## config.mk

```make
export PLATFORM = sky130hd
export DESIGN_NAME = imem_loader
export DESIGN_NICKNAME = d
export VERILOG_FILES = /design/src/rtl/imem_loader_pkg.sv /design/src/rtl/imem_loader_word_packer.sv /design/src/rtl/imem_loader.sv
export SDC_FILE = /design/constraint.sdc
export NUM_CORES = 1
export LEC_CHECK = 0
export BUFFER_PORTS_ARGS = -buffer_cell sky130_fd_sc_hd__buf_2
export CORE_ASPECT_RATIO = 1.4
export CORE_MARGIN = 3
export CORE_UTILIZATION = 30
export DETAILED_ROUTE_END_ITERATION = 8
export PLACE_DENSITY = 0.49
export REMOVE_ABC_BUFFERS = 1
export SLEW_MARGIN = 20
export SYNTH_ARGS = -nofsm -noshare
export SYNTH_HDL_FRONTEND = slang
export SYNTH_HIERARCHICAL = 1
export SYNTH_SLANG_ARGS = --single-unit
```

## constraint.sdc

```tcl
create_clock -name clock -period 3.5 [get_ports clock]
set_clock_uncertainty 0.1 [all_clocks]
set_input_delay 0.7 -clock clock [delete_from_list [all_inputs] [get_ports clock]]
set_output_delay 0.7 -clock clock [all_outputs]
set_load 0.005 [all_outputs]
```

## src/rtl/imem_loader_pkg.sv

```systemverilog
// ----------------------------------------------------------------------------
// imem_loader_pkg
//   Shared definitions for the boot-time instruction-memory loader:
//   default geometry, header length and the loader FSM state encoding.
//   No ports (package).
// ----------------------------------------------------------------------------
package imem_loader_pkg;

  localparam int LDR_ADDR_W    = 64;   // matches PC width
  localparam int LDR_MAX_WORDS = 256;  // instruction memory capacity, words
  localparam int LDR_CNT_W     = 16;   // word-count header / counter width
  localparam int LDR_HDR_BYTES = 2;    // little-endian word-count header

  // 3-bit state encoding; exported on dbg_state so checkers can bind to it.
  typedef enum logic [2:0] {
    ST_HDR0  = 3'd0,
    ST_HDR1  = 3'd1,
    ST_LOAD  = 3'd2,
    ST_WRITE = 3'd3,
    ST_DONE  = 3'd4,
    ST_ERROR = 3'd5
  } ldr_state_e;

endpackage

```

## src/rtl/imem_loader_word_packer.sv

```systemverilog
// ----------------------------------------------------------------------------
// word_packer
//   Packs little-endian bytes into a 32-bit word. A 2-bit lane counter tracks
//   the byte position; the first three bytes are shifted into a 24-bit
//   register and the fourth byte is combined on the fly, so the full word is
//   available in the same cycle its last byte is strobed.
// Ports
//   clock      in   1   rising-edge clock
//   reset      in   1   synchronous, active-high; empties the packer
//   data_byte  in   8   incoming byte
//   strobe     in   1   data_byte is consumed this cycle
//   clear      in   1   synchronous flush of lane counter and partial word
//   word       out  32  {data_byte, previous three bytes}; valid with word_full
//   word_full  out  1   strobe on lane 3: word holds a complete instruction
// ----------------------------------------------------------------------------
module word_packer (
  input  logic        clock,
  input  logic        reset,
  input  logic [7:0]  data_byte,
  input  logic        strobe,
  input  logic        clear,
  output logic [31:0] word,
  output logic        word_full
);

  logic [1:0]  lane;
  logic [23:0] partial;

  always_ff @(posedge clock) begin
    if (reset || clear) begin
      lane    <= 2'd0;
      partial <= 24'd0;
    end else if (strobe) begin
      lane    <= lane + 2'd1;
      // Shift right so that after three bytes partial = {b2, b1, b0}.
      partial <= {data_byte, partial[23:8]};
    end
  end

  assign word      = {data_byte, partial};
  assign word_full = strobe && (lane == 2'd3);

endmodule

```

## src/rtl/imem_loader.sv

```systemverilog
// ----------------------------------------------------------------------------
// imem_loader
//   Boot-time program loader in front of the single-cycle CPU. Takes a byte
//   stream (2-byte little-endian word count N, then 4*N instruction bytes,
//   LSB first), writes each word into instruction memory from byte address 0
//   and holds the CPU's PC register in reset until the whole program is in.
//
// Handshake: a byte transfers on every rising edge where s_valid && s_ready.
//   s_ready is registered and depends only on loader state, never on s_valid;
//   the source may drop s_valid at any time and partial words are held.
//
// Ports
//   clock       in   1       system clock, rising edge
//   reset       in   1       synchronous, active-high; wins over everything
//   s_data      in   8       stream byte
//   s_valid     in   1       s_data valid
//   s_ready     out  1       loader accepts a byte this cycle
//   imem_we     out  1       instruction-memory write strobe (1-cycle pulse)
//   imem_addr   out  ADDR_W  byte address of the word being written
//   imem_wdata  out  32      instruction word
//   cpu_reset   out  1       PC register reset; 1 until the load completes
//   done        out  1       load complete (sticky until reset)
//   error       out  1       header exceeded MAX_WORDS (sticky until reset)
//   word_count  out  CNT_W   words written so far
//   dbg_state   out  3       current FSM state (ldr_state_e encoding)
// ----------------------------------------------------------------------------
module imem_loader
  import imem_loader_pkg::*;
#(
  parameter int ADDR_W    = LDR_ADDR_W,
  parameter int MAX_WORDS = LDR_MAX_WORDS,
  parameter int CNT_W     = LDR_CNT_W
) (
  input  logic              clock,
  input  logic              reset,
  input  logic [7:0]        s_data,
  input  logic              s_valid,
  output logic              s_ready,
  output logic              imem_we,
  output logic [ADDR_W-1:0] imem_addr,
  output logic [31:0]       imem_wdata,
  output logic              cpu_reset,
  output logic              done,
  output logic              error,
  output logic [CNT_W-1:0]  word_count,
  output logic [2:0]        dbg_state
);

  localparam int                 HDR_BITS = LDR_HDR_BYTES * 8;
  localparam logic [HDR_BITS-1:0] MAX_N   = HDR_BITS'(MAX_WORDS);

  ldr_state_e          state;
  logic [HDR_BITS-1:0] n;          // word count from the header
  logic [HDR_BITS-1:0] hdr_n;      // header value as seen in HDR1
  logic [CNT_W-1:0]    next_count;
  logic                accept;
  logic                pk_strobe;
  logic                pk_clear;
  logic [31:0]         pk_word;
  logic                pk_full;

  assign accept     = s_valid && s_ready;
  assign hdr_n      = {s_data, n[7:0]};
  assign next_count = word_count + CNT_W'(1);
  assign dbg_state  = state;

  // Only payload bytes go to the packer; keeping it flushed while the header
  // is parsed guarantees every word starts at lane 0.
  assign pk_strobe  = accept && (state == ST_LOAD);
  assign pk_clear   = (state == ST_HDR0) || (state == ST_HDR1);

  word_packer u_packer (
    .clock     (clock),
    .reset     (reset),
    .data_byte (s_data),
    .strobe    (pk_strobe),
    .clear     (pk_clear),
    .word      (pk_word),
    .word_full (pk_full)
  );

  always_ff @(posedge clock) begin
    if (reset) begin
      state      <= ST_HDR0;
      n          <= '0;
      word_count <= '0;
      s_ready    <= 1'b1;
      imem_we    <= 1'b0;
      imem_addr  <= '0;
      imem_wdata <= '0;
      cpu_reset  <= 1'b1;
      done       <= 1'b0;
      error      <= 1'b0;
    end else begin
      imem_we <= 1'b0;
      case (state)
        ST_HDR0: begin
          if (accept) begin
            n[7:0] <= s_data;
            state  <= ST_HDR1;
          end
        end

        ST_HDR1: begin
          if (accept) begin
            n <= hdr_n;
            if (hdr_n == '0) begin
              // Empty program: release the CPU straight away.
              state     <= ST_DONE;
              s_ready   <= 1'b0;
              cpu_reset <= 1'b0;
              done      <= 1'b1;
            end else if (hdr_n > MAX_N) begin
              state   <= ST_ERROR;
              s_ready <= 1'b0;
              error   <= 1'b1;
            end else begin
              state <= ST_LOAD;
            end
          end
        end

        ST_LOAD: begin
          // pk_full implies a byte was accepted this cycle on lane 3.
          if (pk_full) begin
            state      <= ST_WRITE;
            s_ready    <= 1'b0;
            imem_we    <= 1'b1;
            imem_addr  <= ADDR_W'({word_count, 2'b00});
            imem_wdata <= pk_word;
          end
        end

        ST_WRITE: begin
          // The write pulse is visible during this cycle; count it on exit.
          word_count <= next_count;
          if (next_count == CNT_W'(n)) begin
            state     <= ST_DONE;
            cpu_reset <= 1'b0;
            done      <= 1'b1;
          end else begin
            state   <= ST_LOAD;
            s_ready <= 1'b1;
          end
        end

        ST_DONE, ST_ERROR: begin
          // Terminal until reset; s_ready already low.
        end

        default: begin
          state   <= ST_HDR0;
          s_ready <= 1'b1;
        end
      endcase
    end
  end

endmodule

```

==> results of run 1 <==
## registers in the layout, indices dropped and copies added, names as in the netlist
signal,count
cpu_reset,1
error,1
u_packer/partial,24
imem_addr,16
n,16
s_ready,1
imem_we,1
done,1
word_count,16
dbg_state,3
imem_wdata,32
u_packer/lane,2
## worst paths after layout
kind,end,depth (start not counted),startpoint
min reg2reg,imem_addr[7],2,imem_addr[7]
max reg2reg,cpu_reset,7,word_count[0]
max,cpu_reset,7,word_count[0]
min,imem_addr[7],2,imem_addr[7]
## per-layer routing
layer	vias up	part of all wire, %
met5	-	0
li1	2062	-
met3	20	5.1
met4	0	2.3
met2	114	49
met1	1856	43
## through the flow
| stage | utilization [%] | TNS, ps | hold slack [ps] | setup WS (ps) |
|---|---|---|---|---|
| after floorplan | - | -251500 | 325 | -4240 |
| final | 36.5 | 0 | 347 | 848 |
| after global placement | 32.8 | 0 | 338 | 906 |
| after detailed placement | 32.8 | 0 | 344 | 861 |
| after CTS | 36.5 | 0 | 351 | 847 |
| after global routing | 36.5 | 0 | 364 | 711 |
## logic make-up after synthesis
logic type	count (synthesis)	share of synthesized area, %
AND/OR/NAND/NOR	240	20.6
flip-flops	114	43.3
buffers and inverters	102	12.8
AO/OA/AOI/OAI	81	9.10
multiplexers	41	7.79
XOR/XNOR	35	5.82
adder cells (fa/ha/maj)	2	0.475
other	1	0.0712
## area by class of cell
cell class              count  area (um^2)
clock inverters             5          125
well taps                 232          290
repair buffers             89          465
multi-input cells         447         2510
inverters                   6         22.5
flip-flops and latches    114         2280
clock buffers              24          492
fillers                  1791        10800
## report_power, final
group          internal, mW  leakage [nW]  switching (mW)
Clock                  1.25         0.302           0.561
Sequential             1.32         0.920          0.0226
Combinational        0.0583          1.18          0.0941
## tightest hold or removal path, delay by kind of cell (launching register included)
kind | cells | cell delay (ps)
DFF | 1 | 300
and+or+nand+nor | 1 | 50
AOI/OAI and AO/OA | 1 | 50
## placed cells by master, fill, tap and decap left out, types with 3 or more instances in the layout
master / n
buf_4: 8
conb_1: 48
dfxtp_1: 114
nand4_1: 8
xor2_1: 11
clkbuf_1: 3
or3_1: 3
nor3b_1: 3
xnor2_1: 24
nor4_1: 8
mux2i_1: 41
clkbuf_8: 4
nor2_1: 66
o21ai_0: 6
bufinv_16: 4
buf_2: 81
nand2_1: 113
nor3_1: 6
nand2b_1: 3
clkbuf_16: 17
nand3_1: 8
inv_1: 6
a21oi_1: 57
nor2b_1: 4
==> summary.txt, run 1 <==
HP Class: reg -> reg
Port Buf Inserts: 82
Fin crit share: 75.8%
Tmin final: 2650 ps
Via count of the first global-routing pass: 3,838
Clock sinks: 114
Crit-path max cell delay: 500 ps
Worst path arrival time: 2860 ps
Root buf cell: clkbuf_16
Skew-Pair Late Insertion Delay: 410 ps
Most Crowded Layer GR: met2
Layout Cells excl Fill: 917
Clock buffer count from CTS: 17
Via Count: 4,052
Post-Place Cells: 888
Synth cell count leaders: dfxtp_1, nand2_1, nor2_1, buf_4, a21oi_1
DR DRC count: 0
Area Overhead vs Synth: 17.4%
Slew Limit Fails: 0
Top cell type's share of synthesized area: 43.3%
Post-synthesis cell type count: 56
Reg-to-reg slack, setup: 850 ps
Power density cells: 535 mW/mm^2
Die height: 163 um
Syn avg cell area: 8.55 um^2
Grt total ovfl: 0
Global routing usage on met1: 14.1%
CTS-repair resized insts: 0
Asr flop ratio synth: 0%
Antenna-violating nets left: 0
RSZ-0062 raised after global routing: no
Routability congestion estimate: 0.832
Required time worst endpoint: 3700 ps
Clock transition at path regs: 50 ps
Vias per cell: 4.42
Primary FF master, synth: dfxtp_1
Critical Path Source Type: flop
Netlist Area Pre-Place: 0.00527 mm^2
Status: completed
DRT iter0 DRCs: 121
Drt wl/cell: 13.2 um
Initial core utilization: 31.1%
Max Buffers Root-to-Sink: 2
Final Instance Area: 0.00618 mm^2
H-Tree Depth: 4
Worst vdd ir: 0.000245 V
Synth Register Bits: 114
Die X: 118 um
Met3 usage: 3.75%
Headroom to the max-slew limit: 37.0%
GRT Util Overall: 12.7%
Post CTS Setup Buffer Count: 0
Worst path slowest cell: or4_4
Cell taking the most area after synthesis: dfxtp_1
CTS tree: yes
Synth warn: 6
TritonRoute pass-1 iters: 4
Routed wire length: 12.1 mm
Die area: 0.0192 mm^2
Rows: 56
Initial antenna violation count: 0
Leakage: 2.40 nW
Final hold vios: 0
Core area: 0.0170 mm^2
Worst-path maximum fanout: 9
Largest cells by area after synthesis: dfxtp_1, buf_4, nand2_1
Largest net degree at the start of global routing: 66
Nets@finish: 688
Top delay family on crit path: simple AND/OR/NAND/NOR gates
Setup violations, final: 0
Met2 Track Usage GR: 22.3%
Hold Buf Count CTS: 0
Worst Max-Slew Pin Slew: 945 ps
Sequential share of the synthesized area: 43.3%
Max-cap violations: 0
Critical path class: reg -> reg
First-pass GRT wire length: 19.5 mm
Dpl hpwl: 8.67 mm
Layout cells sized above 1: 19.1%
IO Pins: 131
Mapped Cells: 616
CP Capture Type: flop
Top-count cell post-synth: dfxtp_1
Tot Pwr: 3.31 mW
N_diodes: 0
Dpl cell area: 0.00557 mm^2
Post-synth EDFFs: 0
CP cell instances: ha_1, and3_2, nand3_4, or4_4, a221oi_2, nand4_2, a31o_1
Fmax: 377 MHz
Worst Path Buf+Inv: 0
(Power assumes the default switching activity.)
==> run 2: changes to the inputs <==
==> constraint.sdc (replaced) <==
create_clock -name clock -period 2.7 [get_ports clock]
set_clock_uncertainty 0.1 [all_clocks]
set_input_delay 0.54 -clock clock [delete_from_list [all_inputs] [get_ports clock]]
set_output_delay 0.54 -clock clock [all_outputs]
set_load 0.005 [all_outputs]
==> summary.txt, run 2 (same netlist as run 1, synthesis figures left out) <==
Die X: 118 um
Worst path slowest cell: or4_4
Routed wire length: 12.4 mm
Internal power: 3.38 mW
Worst-path maximum fanout: 5
Top delay family on crit path: simple AND/OR/NAND/NOR gates
Seq pwr share: 40.1%
Via count of the first global-routing pass: 4,050
Tot Pwr: 4.33 mW
Final hold vios: 0
Crit-path max cell delay: 500 ps
Rows: 56
TritonRoute pass-1 iters: 4
Footprint of the multi-input gates: 0.00251 mm^2
Leading cell type in the layout, fill and taps excluded: dfxtp_1
Hold Crit Start: s_data[5]
Root buf cell: clkbuf_16
Flip-flop count of the largest register after layout: 32
Most frequent cells in the layout: dfxtp_1, nand2_1, buf_2
FF/Latch Area: 0.00228 mm^2
IO Pins: 131
DR DRC count: 0
Area Overhead vs Synth: 19.6%
Fin crit share: 92.3%
Status: completed
Max-cap violations: 0
Port Buf Inserts: 82
CP cell instances: ha_1, and3_2, nand3_4, or4_4, a221oi_2, nand4_2, a31o_1
Slew Limit Fails: 0
DRT iter0 DRCs: 180
H-Tree Depth: 4
Post-Place Cells: 897
Routability congestion estimate: 0.833
Headroom to the max-slew limit: 60.7%
Grt total ovfl: 0
Dpl hpwl: 8.87 mm
Clock sinks: 114
GRT Util Overall: 13.3%
Post CTS Setup Buffer Count: 0
WHS Path Cells: 3
Critical Path Source Type: flop
CTS tree: yes
Worst vdd ir: 0.000289 V
Worst Max-Slew Pin Slew: 584 ps
Setup violations, final: 0
Largest net degree at the start of global routing: 63
Via Count: 4,135
Initial antenna violation count: 0
Clock power share: 55.2%
Hold WS: 330 ps
CTS-repair resized insts: 0
Layout cells sized above 1: 20.8%
N_diodes: 0
Nets@finish: 697
Critical path class: reg -> reg
R2R Path Start: word_count[0]
Drt wl/cell: 13.3 um
Layout Cells excl Fill: 929
Max Buffers Root-to-Sink: 2
Die height: 163 um
Worst setup margin: 208 ps
Hold Buf Count CTS: 0
Clock transition at path regs: 50 ps
Reg-to-reg slack, setup: 210 ps
Largest Register: imem_wdata
Setup TNS: 0 ps
Leakage: 2.45 nW
Antenna-violating nets left: 0
Switching pwr: 0.951 mW
Power density cells: 687 mW/mm^2
Sw Ratio: 22.0%
Largest registers: imem_wdata x32, u_packer/partial x24
Pre-CTS setup slack: 202 ps
First-pass GRT wire length: 20.3 mm
Required time worst endpoint: 2900 ps
Hold Path End: imem_wdata[29]
Worst path arrival time: 2690 ps
Final Instance Area: 0.00630 mm^2
Tmin final: 2490 ps
Reg2reg end: cpu_reset
CP Capture Type: flop
Skew-Pair Late Insertion Delay: 410 ps
Utilization after layout: 37.1%
HP Class: in -> reg
Clock buffer count from CTS: 17
Fmax: 401 MHz
Worst reg2reg path depth: 7
Worst Path Buf+Inv: 0
Filler cells: 1,772
Die area: 0.0192 mm^2
Core area: 0.0170 mm^2
Initial core utilization: 31.1%
RSZ-0062 raised after global routing: no
Vias per cell: 4.45
Dpl cell area: 0.00566 mm^2
Combinational share of power: 4.7%
-- run 2: changes by cell type in the layout (fill, tap and decap cells not counted), sizes merged --
| cell | before | now |
|---|---|---|
| clkinvlp | 0 | 4 |
| clkbuf | 24 | 20 |
| buf | 89 | 98 |
| clkinv | 1 | 4 |
-- run 2: power groups by stage --
stage | combinational, mW | sequential (mW) | clock (mW)
2_1_floorplan | 0.126 | 1.76 | 0
3_3_place_gp | 0.199 | 1.77 | 0
3_5_place_dp | 0.203 | 1.77 | 0
4_1_cts | 0.204 | 1.73 | 2.47
5_1_grt | 0.226 | 1.74 | 2.54
6_report | 0.203 | 1.73 | 2.39
-- run 2: layout make-up --
type | instances | share of cell area (%)
Tap cell | 232 | 4.61
Clock inverter | 12 | 2.88
Multi-Input combinational cell | 447 | 39.8
Clock buffer | 20 | 7.25
Inverter | 6 | 0.358
Sequential cell | 114 | 36.2
Timing Repair Buffer | 98 | 8.86
-- run 2: tightest hold or removal path, cell delays in order --
cell	delay (ps)
buf_2	140
nand2_1	60
a21oi_1	50
-- run 2: worst max path at each step --
stage,start,endpoint,slack [ps],cells after the start
after global routing,word_count[0],cpu_reset,110,7
after global placement,word_count[0],cpu_reset,250,7
final,word_count[0],cpu_reset,210,7
after CTS,word_count[0],cpu_reset,190,7
after detailed placement,word_count[0],cpu_reset,200,7
after floorplan,dbg_state[1],imem_addr[10],-4900,7
-- run 2: routing by layer --
metal | track usage, % | up-vias | routed length [um]
met2 | 23.5 | 136 | 6290
met3 | 4.20 | 19 | 687
met1 | 14.4 | 1901 | 5080
li1 | - | 2079 | -
met4 | 6.45 | 0 | 302
met5 | 0 | - | 0
==> run 3: changes to the inputs <==
--- a/config.mk
+++ b/config.mk
@@ -5,8 +5,9 @@
 export SDC_FILE = /design/constraint.sdc
 export NUM_CORES = 1
 export LEC_CHECK = 0
+export ABC_AREA = 1
 export BUFFER_PORTS_ARGS = -buffer_cell sky130_fd_sc_hd__buf_2
-export CORE_ASPECT_RATIO = 1.4
+export CORE_ASPECT_RATIO = 0.9
 export CORE_MARGIN = 3
 export CORE_UTILIZATION = 30
 export DETAILED_ROUTE_END_ITERATION = 8
==> summary.txt, run 3 <==
Routed wire length: 15.3 mm
Largest registers: imem_wdata x32, u_packer/partial x24
Worst Max-Slew Pin Slew: 637 ps
TritonRoute pass-1 iters: 5
Critical path class: reg -> reg
Tmin final: 2320 ps
Synth cell count leaders: nand2_1, dfxtp_1, inv_1, nand3_1, nor2_1
Worst vdd ir: 0.000379 V
Largest net degree at the start of global routing: 53
Tot Pwr: 5.04 mW
Area Overhead vs Synth: 17.9%
Initial core utilization: 30.7%
CP cell instances: ha_1, nand3_1, nor2_1, nand4_1, nand3_1, nand2_1, nor2_1, nand2_1, nor2_2, nand2_1, nand2_2, nand3_2, nand2_1, nand2_1
Sequential share of the synthesized area: 40.3%
Post-Place Cells: 1,117
Seq pwr share: 36.6%
DR DRC count: 0
Post CTS Setup Buffer Count: 0
CP startpoint: word_count[0]
Via Count: 5,098
Layout Cells excl Fill: 1,149
Die X: 151 um
Status: completed
Compound-cell area share of the yosys netlist: 11.0%
Setup violations, final: 0
Clock power share: 49.5%
Post-synthesis cell type count: 31
HP Class: in -> reg
Required time worst endpoint: 2890 ps
Leakage: 2.87 nW
RSZ-0062 raised after global routing: no
DRT iter0 DRCs: 305
Core area: 0.0185 mm^2
CP Capture Type: flop
CTS tree: yes
Clock buffer count from CTS: 17
Power density cells: 753 mW/mm^2
IO Pins: 131
Worst path slowest cell: dfxtp_1
Layout cells sized above 1: 16.3%
Hold Buf Count CTS: 0
Via count of the first global-routing pass: 4,702
Sw Ratio: 26.8%
Final Instance Area: 0.00669 mm^2
Dpl cell area: 0.00604 mm^2
Pre-CTS setup slack: 296 ps
Simple logic cell fraction of the synthesized area: 31.1%
Worst setup margin: 381 ps
Nets@finish: 904
R2R Path Start: word_count[0]
Vias per cell: 4.44
Clock sinks: 114
Headroom to the max-slew limit: 57.4%
Netlist Area Pre-Place: 0.00567 mm^2
Main combinational cell family by area after synthesis: simple AND/OR/NAND/NOR gates
Hold Crit Start: s_data[0]
Final hold vios: 0
Asr flop ratio synth: 0%
Worst path arrival time: 2510 ps
Internal power: 3.69 mW
Die height: 136 um
Worst-path maximum fanout: 6
Switching pwr: 1.35 mW
N_diodes: 0
Flip-flop count of the largest register after layout: 32
Synth Register Bits: 114
Post-synthesis xor/xnor area fraction: 0%
Root buf cell: clkbuf_16
Skew-Pair Late Insertion Delay: 420 ps
GRT Util Overall: 15.4%
Slew Limit Fails: 0
Initial antenna violation count: 1
Max Buffers Root-to-Sink: 2
Leading cell type in the layout, fill and taps excluded: nand2_1
Most used cell, CP: nand2_1
Fin crit share: 85.9%
Mapped Cells: 827
Largest Register: imem_wdata
Port Buf Inserts: 82
CTS-repair resized insts: 0
Die area: 0.0206 mm^2
Most frequent cells in the layout: nand2_1, dfxtp_1, nand3_1
Multiplexer share of the synthesized area: 0%
Top cell type's share of synthesized area: 40.3%
First-pass GRT wire length: 24.8 mm
Synth warn: 6
Fmax: 431 MHz
Max-cap violations: 0
Cell taking the most area after synthesis: dfxtp_1
Drt wl/cell: 13.3 um
Syn avg cell area: 6.86 um^2
Post-synth EDFFs: 0
Rows: 47
Grt total ovfl: 0
Dpl hpwl: 10.4 mm
Primary FF master, synth: dfxtp_1
Routability congestion estimate: 0.803
Combinational share of power: 13.9%
Critical Path Source Type: flop
Synthesized-area fraction occupied by adder cells: 0.441%
Largest cells by area after synthesis: dfxtp_1, nand2_1, nand3_1
Top-count cell post-synth: nand2_1
Crit-path max cell delay: 430 ps
Antenna-violating nets left: 0
H-Tree Depth: 4
Clock transition at path regs: 60 ps
[run 3: per-stage QoR]
step           setup TNS [ps]  utilization [%]  hold WS (ps)
2_1_floorplan          -98880                -           341
3_3_place_gp                0             32.7           339
3_5_place_dp                0             32.7           342
4_1_cts                     0             36.2           314
5_1_grt                     0             36.2           322
6_report                    0             36.2           334
[run 3: worst max-delay path: cells and delay by family, from the launching register on]
family | cells | cell delay, ps
fa+ha+maj | 1 | 230
flops | 1 | 430
simple gates | 13 | 1430
[run 3: worst paths after layout]
path                            cells after the start  slack [ps]             end
worst min-delay path                                3         330  imem_wdata[24]
worst min register to register                      2         350           error
worst max register to register                     14         380       cpu_reset
worst max-delay path                               14         380       cpu_reset
[run 3: final cells by class]
class	count	area [um^2]
sequential	114	2280
inverter	96	360
clock inverter	10	180
multi-input combinational	570	2610
fill	2055	11800
tap	245	307
clock buffer	22	464
timing repair buffer	92	485
[run 3: kinds of logic (layout without fill, tap and decap cells)]
group / count (synthesis) / after routing
other: 1 / 48
AOI/OAI and AO/OA: 119 / 119
adders and majority gates: 2 / 2
DFF: 114 / 114
and+or+nand+nor: 401 / 401
buffers and inverters: 190 / 220
[run 3: layer usage]
| metal | track usage, % | routed length (um) | vias to the layer above |
|---|---|---|---|
| met4 | 3.78 | 127 | 2 |
| li1 | - | - | 2661 |
| met5 | 0 | 13 | - |
| met3 | 5.13 | 1000 | 13 |
| met2 | 22.2 | 6310 | 125 |
| met1 | 22.1 | 7810 | 2297 |
[run 3: power by group through the flow]
stage	sequential (mW)	combinational [mW]	clock, mW
floorplan	1.86	0.498	0
global placement	1.88	0.704	0
detailed placement	1.88	0.700	0
CTS	1.84	0.704	2.55
global route	1.86	0.821	2.63
finish	1.84	0.698	2.49
